<file path="src/rtl/grad_mag_dir.sv">
// Gradient magnitude / direction stage: streams the gradient memory once per start,
// writes a saturated L1 magnitude plus a 2-bit direction bin per pixel, and tracks
// the edge-pixel count and peak magnitude for the pass.
module grad_mag_dir #(
    parameter int unsigned WIDTH  = 256,
    parameter int unsigned HEIGHT = 256,
    parameter int unsigned ADDR_W = 16,
    parameter int unsigned THRESH = 32
) (
    input  logic              clk,
    input  logic              reset,
    input  logic              start,
    output logic              grad_rd,
    output logic [ADDR_W-1:0] grad_addr,
    input  logic [19:0]       grad_di,
    output logic              mag_wr,
    output logic [ADDR_W-1:0] mag_addr,
    output logic [9:0]        mag_do,
    output logic [ADDR_W:0]   edge_cnt,
    output logic [7:0]        max_mag,
    output logic              busy,
    output logic              done
);

    localparam logic [ADDR_W-1:0] LAST  = ADDR_W'(WIDTH * HEIGHT - 1);
    localparam logic [ADDR_W-1:0] ONE_A = 1;
    localparam logic [ADDR_W:0]   ONE_E = 1;

    typedef enum logic [1:0] {IDLE, READ, DRAIN, DONE} state_t;

    state_t            state_q, state_d;
    logic              start_ok;
    logic              rd_valid;
    logic [ADDR_W-1:0] rd_addr;
    logic [9:0]        gx, gy;
    logic [10:0]       ax, ay;
    logic [11:0]       sum;
    logic [7:0]        mag;
    logic [1:0]        dir;

    // Control outputs are pure state decodes, so reset forces them all low.
    assign grad_rd = (state_q == READ);
    assign busy    = (state_q == READ) || (state_q == DRAIN);
    assign done    = (state_q == DONE);

    // Next-state logic: start only honoured when idle or finished.
    always_comb begin
        state_d  = state_q;
        start_ok = 1'b0;
        case (state_q)
            IDLE, DONE: begin
                if (start) begin
                    state_d  = READ;
                    start_ok = 1'b1;
                end
            end
            READ:    if (grad_addr == LAST) state_d = DRAIN;
            DRAIN:   if (!rd_valid) state_d = DONE;
            default: state_d = IDLE;
        endcase
    end

    // State register.
    always_ff @(posedge clk) begin
        if (!reset) state_q <= IDLE;
        else        state_q <= state_d;
    end

    // Read address counter: restarts on accepted start, stops at the last pixel.
    always_ff @(posedge clk) begin
        if (!reset)                                 grad_addr <= '0;
        else if (start_ok)                          grad_addr <= '0;
        else if (state_q == READ && grad_addr != LAST) grad_addr <= grad_addr + ONE_A;
    end

    // Magnitude and direction of the word returned by the memory this cycle.
    always_comb begin
        gx  = grad_di[19:10];
        gy  = grad_di[9:0];
        // {1'b1, g} is the 11-bit sign extension of a negative g, so -512 maps to 512.
        ax  = gx[9] ? (11'd0 - {1'b1, gx}) : {1'b0, gx};
        ay  = gy[9] ? (11'd0 - {1'b1, gy}) : {1'b0, gy};
        sum = {1'b0, ax} + {1'b0, ay};
        mag = (sum > 12'd255) ? 8'hFF : sum[7:0];
        if ({1'b0, ax} >= {ay, 1'b0})      dir = 2'd0;
        else if ({1'b0, ay} >= {ax, 1'b0}) dir = 2'd1;
        else if (gx[9] == gy[9])           dir = 2'd2;
        else                               dir = 2'd3;
    end

    // Two-stage pipeline: read-data valid tag, then registered write port.
    always_ff @(posedge clk) begin
        if (!reset) begin
            rd_valid <= 1'b0;
            rd_addr  <= '0;
            mag_wr   <= 1'b0;
            mag_addr <= '0;
            mag_do   <= '0;
        end else begin
            rd_valid <= grad_rd;
            rd_addr  <= grad_addr;
            mag_wr   <= rd_valid;
            if (rd_valid) begin
                mag_addr <= rd_addr;
                mag_do   <= {dir, mag};
            end
        end
    end

    // Pass statistics, updated on each write and cleared when a new pass is accepted.
    always_ff @(posedge clk) begin
        if (!reset || start_ok) begin
            edge_cnt <= '0;
            max_mag  <= '0;
        end else if (mag_wr) begin
            if (32'(mag_do[7:0]) >= THRESH) edge_cnt <= edge_cnt + ONE_E;
            if (mag_do[7:0] > max_mag)      max_mag  <= mag_do[7:0];
        end
    end

endmodule

</file>
<file path="config.mk">
export PLATFORM = sky130hd
export DESIGN_NAME = grad_mag_dir
export DESIGN_NICKNAME = d
export VERILOG_FILES = /design/src/rtl/grad_mag_dir.sv
export SDC_FILE = /design/constraint.sdc
export NUM_CORES = 1
export LEC_CHECK = 0
export CAP_MARGIN = 20
export CORE_MARGIN = 2
export CORE_UTILIZATION = 56
export CTS_BUF_LIST = sky130_fd_sc_hd__clkbuf_16
export DETAILED_ROUTE_END_ITERATION = 7
export MAX_ROUTING_LAYER = met4
export PLACE_DENSITY = 0.85
export SETUP_SLACK_MARGIN = 0.2
export SYNTH_ARGS = -nofsm -noshare
export SYNTH_HDL_FRONTEND = slang
export SYNTH_SLANG_ARGS = --single-unit
export TNS_END_PERCENT = 100
</file>
<file path="constraint.sdc">
create_clock -name clk -period 6.7 [get_ports clk]
set_clock_uncertainty 0.05 [all_clocks]
set_input_delay 2.01 -clock clk [delete_from_list [all_inputs] [get_ports clk]]
set_output_delay 2.01 -clock clk [all_outputs]
set_load 0.005 [all_outputs]
</file>
# Yosys cells after proc, flatten, opt, wreduce, memory -nomap -nowiden
# Cells that the tools add are included.
dict set report classes {
  addsub 5
  magnitude_cmp 5
  eq_ne 9
  n_mux 12
  n_bitwise 1
  reduce_logical 10
}
# operator count
set ops {}
lappend ops {{$ge A11 B12 Y1} 2}
lappend ops {{$mux W11} 2}
lappend ops {{$sub A1 B11 Y11 const A} 2}
lappend ops {{$add A17 B1 Y17 const B} 1}
lappend ops {{$add A16 B1 Y16 const B} 1}
lappend ops {{$eq A16 B16 Y1 const B} 1}
lappend ops {{$ne A16 B16 Y1 const B} 1}
lappend ops {{$add A11 B11 Y12} 1}
lappend ops {{$gt A12 B8 Y1 const B} 1}
lappend ops {{$mux W2} 5}
lappend ops {{$ge A8 B6 Y1 const B} 1}
lappend ops {{$gt A8 B8 Y1} 1}
lappend ops {{$mux W8} 1}
lappend ops {{$pmux W2 S3} 1}
lappend ops {{$eq A2 B2 Y1 const B} 2}
lappend ops {{$ne A2 B2 Y1 const B} 2}
lappend ops {{$reduce_and A2 Y1} 2}
lappend ops {{$reduce_or A2 Y1} 2}
lappend ops {{$mux W1} 3}
lappend ops {{$reduce_and A3 Y1} 1}
lappend ops {{$eq A2 B1 Y1 const B} 1}
lappend ops {{$logic_not A2 Y1} 1}
lappend ops {{$logic_or A1 B1 Y1} 2}
lappend ops {{$ne A2 B1 Y1 const B} 1}
lappend ops {{4 further kinds} 4}
dict set report totals {
  reg_bits 87
  in_bits 23
  out_inout_bits 71
}

# Logic depth before layout (Yosys ltp)
# Gate-level depths: netlist (run 1).
dict set report depth {
  word_depth 5
  depth_mapped 15
  depth_no_buf 15
}

# Worst setup path before layout (run 1)
# OpenSTA, ideal clock, no wires.
dict set report synth_path {
  path_kind {input to register}
  from {input grad_di[14]}
  to {register mag_do[0]}
  t_arrival_ps 4518
  required_time_ps 6528
  slack_ps 2011
  path_stages 13
  cell_sequence {or3_2 -> o21ai_0 -> xor2_1 -> inv_1 -> ha_1 -> nor2_1 -> a221oi_1 -> o31ai_1 -> a21o_2 -> o31ai_1 -> and3_1 -> buf_6 -> a21oi_2}
}
dict set report synth_between {
  elab_chain_cells 5
}
# element line_no
set synth_rtl {}
lappend synth_rtl {{start: declaration} 15} ;# input logic [19:0] grad_di,
lappend synth_rtl {{$sub A1 B11 Y11} 81} ;# ax = gx[9] ? (11'd0 - {1'b1, gx}) : {1'b0, gx};
lappend synth_rtl {{$mux W11 (*)} 81}
lappend synth_rtl {{$add A11 B11 Y12 (*)} 83} ;# sum = {1'b0, ax} + {1'b0, ay};
lappend synth_rtl {{$gt A12 B8 Y1 (*)} 84} ;# mag = (sum > 12'd255) ? 8'hFF : sum[7:0];
lappend synth_rtl {{$mux W8 (*)} 84}
lappend synth_rtl {{end signal: assignment} 105} ;# mag_do <= {dir, mag};
lappend synth_rtl {{end: declaration} 18} ;# output logic [9:0] mag_do,
# Every way passes the cells marked *; elsewhere a longest branch is shown, timed or not.
# A chain may end at the register's enable or synchronous reset.

# Worst setup path in the final report (run 1)
dict set report layout_path {
  from {input grad_di[10]}
  to {register mag_do[1]}
}
dict set report layout_between {
  elab_chain_cells 5
}
# element line_no
set layout_rtl {}
lappend layout_rtl {{$sub A1 B11 Y11} 81}
lappend layout_rtl {{$mux W11 (*)} 81}
lappend layout_rtl {{$add A11 B11 Y12 (*)} 83}
lappend layout_rtl {{$gt A12 B8 Y1} 84}
lappend layout_rtl {{$mux W8 (*)} 84}
# Marked as above.

==> results of run 1 <==
[registers in the layout (all words and copies together) (netlist names)]
signal     flops
edge_cnt      17
grad_addr     16
mag_addr      16
mag_do        10
mag_wr         1
max_mag        8
rd_addr       16
rd_valid       1
state_q        2
[placed cells by master, fill, tap and decap left out, types with 3 or more instances in the layout]
master           instances
inv_1                   38
and2_1                  22
nor2b_1                 12
nor3_1                   6
nand2_1                 25
mux2i_1                 26
a31oi_1                  3
xnor2_1                 16
xor2_1                  26
o31ai_1                  6
dfxtp_1                 87
a21oi_1                 22
nor2_1                  61
and3_1                   8
a21o_1                   3
clkdlybuf4s50_1         93
ha_1                    41
conb_1                   3
nand4_1                  7
or3_1                    9
clkbuf_16                9
nand3_1                 11
a21oi_2                  8
o21ai_0                 26
nand2b_1                15
o2111ai_1                3
[worst min-delay path by stage]
stage                           start  slack, ns            to  cells after the start
after floorplan           rd_addr[14]       0.39  mag_addr[14]                      2
after global placement     rd_addr[9]       0.39   mag_addr[9]                      2
after detailed placement   rd_addr[9]       0.41   mag_addr[9]                      2
after CTS                 rd_addr[10]       0.43  mag_addr[10]                      2
after global routing      rd_addr[12]       0.44  mag_addr[12]                      2
final                      rd_addr[4]       0.43   mag_addr[4]                      2
[area by class of cell]
class | instances | area share [%]
tap | 105 | 2.12
clock inverter | 7 | 1.40
timing repair buffer | 95 | 15.3
clock buffer | 9 | 3.64
sequential | 87 | 28.1
multi-input combinational | 409 | 47.0
inverter | 39 | 2.37
[per-stage QoR]
| step | cell area (um2) | utilization [%] | power [uW] | hold WS, ns |
|---|---|---|---|---|
| final | 6190 | 74.6 | 1470 | 0.427 |
| after global routing | 6190 | 74.6 | 1550 | 0.443 |
| after CTS | 6190 | 74.6 | 1480 | 0.431 |
| after detailed placement | 5880 | 70.8 | 968 | 0.413 |
| after global placement | 5880 | 70.8 | 953 | 0.394 |
| after floorplan | 4870 | - | 832 | 0.390 |
[cell families (layout without fill, tap and decap cells)]
kind of cell,count (synthesis),after routing,synth area share (%)
AO/OA/AOI/OAI,102,102,14.5
XOR/XNOR,43,43,7.90
adder cells (fa/ha/maj),42,42,11.0
buffers and inverters,56,150,4.51
flip-flops,87,87,35.8
multiplexers,26,26,5.36
other,1,3,0.0772
AND/OR/NAND/NOR,193,193,20.9
[report_power, final]
| group | internal, uW | switching [uW] | leakage (uW) | total (uW) |
|---|---|---|---|---|
| logic | 182 | 204 | 0.00157 | 386 |
| clock network | 297 | 217 | 0.000150 | 514 |
| registers | 543 | 29.4 | 0.000702 | 572 |
[layer usage]
layer	share of wire, %	up-vias
li1	-	2086
met1	44	1938
met2	50	95
met3	3.6	18
met4	1.5	0
met5	0	-
[critical path, delay by kind of cell]
| family | cells | cell delay [ns] |
|---|---|---|
| XOR/XNOR | 1 | 0.30 |
| adder cells (fa/ha/maj) | 2 | 0.52 |
| AND/OR/NAND/NOR | 2 | 0.99 |
| AO/OA/AOI/OAI | 6 | 1.13 |
| buffers and inverters | 2 | 0.72 |
==> impl_metrics.tcl, run 1 <==
set metrics [dict create \
    ys_seq_area_share_pct 35.8 \
    grt.total_usage_pct 23.9 \
    htree_levels 3 \
    hold_buffers 0 \
    drc 0 \
    fin_ws_ns 1.18 \
    finalNetCount 706 \
    holdCritPathClass "register to register" \
    async_reset_ff_share_pct 0 \
    rsz0062_at_grt "no" \
    die_area_mm2 0.00944 \
    netlist_area_mm2 0.00486 \
    cts_tree "built" \
    clk_latency_ns 0.34 \
    synth_top_area_share_pct 35.8 \
    yosysMostFrequentCell "dfxtp_1" \
    syn_area_per_cell_um2 8.84 \
    ys_types 68 \
    die_y_um 97.2 \
    cts_sinks 87 \
    crit_path_max_fanout 8 \
    reg2reg_to "grad_addr[15]" \
    n_antenna_cell 0 \
    worst_path_most_repeated_cell "ha_1" \
    reg2reg_from "grad_addr[7]" \
    clockBufferDepth 2 \
    fin_setup_tns_ns 0 \
    powerDensity_mw_per_mm2 238 \
    root_buffer "clkbuf_16" \
    drt-vias-per-instance 5.51 \
    grt-busiest-layer "met2" \
    slowest_delay_ns 0.57 \
    drv_cap 0 \
    dp_hpwl_um 8230 \
    antenna_found_initial 0 \
    io_buffers 93 \
    synth_edf_count 0 \
    reg2reg_depth 9 \
    endpoint_kind "register" \
    worstSetupPathType "primary input to register" \
    synth.top_cells.by_area "dfxtp_1 36%, ha_1 11%, mux2i_1 5.4%" \
    dp_slack_ns 0.888 \
    routedWlPerCell_um 14.4 \
    grt_pass1_wl_um 18500 \
    synth_top_area_cell "dfxtp_1" \
    slowest_stage "clkdlybuf4s50_1" \
    path_cells "clkdlybuf4s50_1, inv_1, ha_1, or4b_4, o41ai_4, xnor2_1, ha_1, a21oi_1, o31a_1, a31oi_1, o31ai_1, and3_1, a21oi_2" \
    grt_start_max_net_pins 42 \
    cp-start-kind "primary input" \
    synth.cells.most_frequent "87 x dfxtp_1, 61 x nor2_1, 41 x ha_1" \
    wl_um 10800 \
    fin_cells 751 \
    ios 94 \
    dp_cells 735 \
    hold_viol_final 0 \
    start_util_pct 58.6 \
    cts_buffers 9 \
    ant_nets 0 \
    synth_seq_cells 87 \
    grt_pass1_vias 3994 \
    cp.arrival_ns 5.69 \
    worstSetupStartpoint "grad_di[10]" \
    multi_input_area_mm2 0.00291 \
    grt-ovfl-total 0 \
    yosysWarnings 0 \
    syn_inst 550 \
    drt_iter0_drc 154 \
    place_congestion 0.925 \
    drv_slew 0 \
    ir_drop_uv 129 \
    core_area_mm2 0.00830 \
    dr_total_vias 4137 \
    cp-endpoint "mag_do[1]" \
    die_w_um 97.2 \
    dr.pass1.iters 4 \
    worst_slew_pin_slew_ns 0.998 \
    clkTransAtPathRegs_ns 0.07 \
    r2r_setup_slack_ns 4.16 \
    status "completed" \
    setup_viol 0 \
    use_met1_pct 28.3 \
    num-fill-cells 624 \
    final_layout_size_suffix_gt1_share_pct 6.50 \
    min_period_ns 5.52 \
    ctsResizeCount 0 \
    leakagePower_uw 0.00242 \
    max_slew_margin_pct 33.2 \
    grt.met3_usage_pct 3.88 \
    cp.required_ns 6.87 \
    syn_to_final_growth_pct 27.3 \
    rows 33 \
    met2_usage_pct 41.8 \
    ff_latch_area_mm2 0.00174 \
    timing.fmax_mhz 181 \
    timing.final.crit_share_pct 82.4 \
    synth_flop_cell "dfxtp_1" \
    cts_setup_buffers 0 \
]
Power figures use the tool's default switching activity.
==> run 2: changes to the inputs <==
CORE_UTILIZATION = 47   (was 56)
PLACE_DENSITY = 0.76   (was 0.85)
clock period = 4.5 ns   (was 6.7 ns; I/O delays follow)
==> run 2 against run 1 <==
Against the previous run:
- core utilization decreased by 8.8 points
- clock-buffer cell count unchanged
- wire length is 6.6% higher
- die area is 18% higher
- sequential share of layout area decreased by 2.1 points
- worst hold slack got worse by 0.0045 ns
- global-route usage shrank 2.1 points
- total power up 52%
- sequential power increased by 49%
- largest power group unchanged
==> impl_metrics.tcl, run 2 (synthesis results as in run 1) <==
set metrics [dict create \
    final_common_cell "clkdlybuf4s50_1" \
    hold_viol_final 0 \
    start_util_pct 47.7 \
    cp_top_family "compound AO/OA/AOI/OAI gates" \
    leakagePower_uw 0.00271 \
    max_slew_margin_pct 61.5 \
    drc 0 \
    cts_tree "built" \
    worstSetupPathType "primary input to register" \
    fin_ws_ns 0.285 \
    cp.required_ns 4.67 \
    drt_iter0_drc 169 \
    clk_latency_ns 0.34 \
    timing.final.crit_share_pct 93.7 \
    cp.arrival_ns 4.39 \
    slowest_stage "or3_2" \
    antenna_found_initial 0 \
    drv_slew 0 \
    slowest_delay_ns 0.52 \
    worst_path_most_repeated_cell "o31ai_2" \
    min_period_ns 4.22 \
    finalNetCount 757 \
    hold_buffers 0 \
    io_buffers 93 \
    rsz0062_at_grt "yes" \
    die_w_um 106 \
    worst_slew_pin_slew_ns 0.576 \
    clkTransAtPathRegs_ns 0.06 \
    drv_cap 0 \
    die_y_um 106 \
    core_area_mm2 0.0102 \
    ant_nets 0 \
    final_layout_size_suffix_gt1_share_pct 15.6 \
    setup_viol 0 \
    status "completed" \
    root_buffer "clkbuf_16" \
    pwr-share-seq_pct 38.0 \
    rows 37 \
    powerDensity_mw_per_mm2 335 \
    p_comb_share_pct 29.6 \
    syn_to_final_growth_pct 37.8 \
    reg2reg_depth 9 \
    p_sw_uw 711 \
    drt-vias-per-instance 5.24 \
    cts_buffers 9 \
    grt-ovfl-total 0 \
    fin_cells 833 \
    dr.pass1.iters 4 \
    ir_drop_uv 181 \
    dp_hpwl_um 8820 \
    clkPwrFrac_pct 32.4 \
    endpoint_kind "register" \
    htree_levels 3 \
    cp-start-kind "primary input" \
    swShare_pct 31.7 \
    place_congestion 0.903 \
    reg2reg_from "grad_addr[7]" \
    reg2reg_to "grad_addr[13]" \
    r2r_setup_slack_ns 1.98 \
    timing.fmax_mhz 237 \
    path_cells "clkdlybuf4s50_1, or3_2, o21ai_1, xor2_1, inv_1, ha_1, nor2_1, a221oi_2, o31ai_2, a21o_2, o31ai_2, and3_1, buf_12, a21oi_2" \
    dr_total_vias 4363 \
    cp-endpoint "mag_do[7]" \
    grt.total_usage_pct 21.8 \
    intPower_uw 1530 \
    grt_pass1_vias 4211 \
    n_antenna_cell 0 \
    dp_slack_ns -0.258 \
    dp_cells 814 \
    routedWlPerCell_um 13.9 \
    ios 94 \
    grt_start_max_net_pins 42 \
    die_area_mm2 0.0112 \
    cp.depth 14 \
    cts_sinks 87 \
    grt_pass1_wl_um 19500 \
    largest_reg_flops 17 \
    crit_buf_inv 3 \
    worstSetupStartpoint "grad_di[14]" \
    clockBufferDepth 2 \
    fin_setup_tns_ns 0 \
    top_register "edge_cnt" \
    wl_um 11600 \
    most-common-layout-cells "89 x clkdlybuf4s50_1, 87 x dfxtp_1, 60 x nor2_1" \
    holdCritPathClass "register to register" \
    crit_path_max_fanout 8 \
    fin_util_pct 65.7 \
]
## run 2: cell types whose count changed in the layout (fill, tap and decap cells not counted), sizes merged
| cell | delta |
|---|---|
| buf | +51 |
| dlymetal6s2s | +4 |
| bufinv | -1 |
| clkinv | +2 |
| clkdlybuf4s50 | -4 |
| clkinvlp | -1 |
## run 2: worst min-delay path by stage
stage,cells after the start,from,to,slack (ns)
2_1_floorplan,2,rd_addr[14],mag_addr[14],0.39
3_5_place_dp,2,rd_addr[8],mag_addr[8],0.41
3_3_place_gp,2,rd_addr[3],mag_addr[3],0.40
4_1_cts,2,rd_addr[3],mag_addr[3],0.42
5_1_grt,2,rd_addr[9],mag_addr[9],0.44
6_report,2,rd_addr[14],mag_addr[14],0.42
## run 2: per-layer routing
metal,part of all wire [%],vias up,global-route usage (%)
met3,3.5,14,4.21
met5,0,-,-
met1,44,2060,26.4
met2,51,95,37.1
li1,-,2194,-
met4,1.4,0,5.92
## run 2: timing repair
item | in CTS | in global routing
setup buffers | 0 | 3
pin swaps | 1 | 6
endpoints found under the setup margin | 8 | 10
resized for setup | 3 | 23
## run 2: tightest hold or removal path, delay by kind of cell, from the launching register on
| family | cells | cell delay (ns) |
|---|---|---|
| multiplexers | 1 | 0.06 |
| AND/OR/NAND/NOR | 1 | 0.07 |
| flip-flops | 1 | 0.31 |
## run 2: layout make-up
class / count / area (um2)
Clock buffer: 9 / 225
Inverter: 39 / 146
Sequential cell: 87 / 1740
Timing Repair Buffer: 146 / 1350
Tap cell: 136 / 170
Fill cell: 875 / 3490
Clock inverter: 7 / 71.3
Multi-Input combinational cell: 409 / 2990
## run 2: power by group through the flow
| stage | Combinational, uW | Clock, uW | Sequential (uW) |
|---|---|---|---|
| floorplan | 381 | 0 | 857 |
| global placement | 614 | 0 | 867 |
| detailed placement | 642 | 0 | 869 |
| CTS | 648 | 740 | 852 |
| global route | 743 | 780 | 858 |
| finish | 664 | 726 | 853 |
## run 2: through the flow
stage                     total power, uW  area, um2  hold slack [ns]
after detailed placement             1510       6290            0.411
after global routing                 2380       6700            0.438
after CTS                            2240       6590            0.424
final                                2240       6700            0.423
after floorplan                      1240       4870            0.390
after global placement               1480       6290            0.396
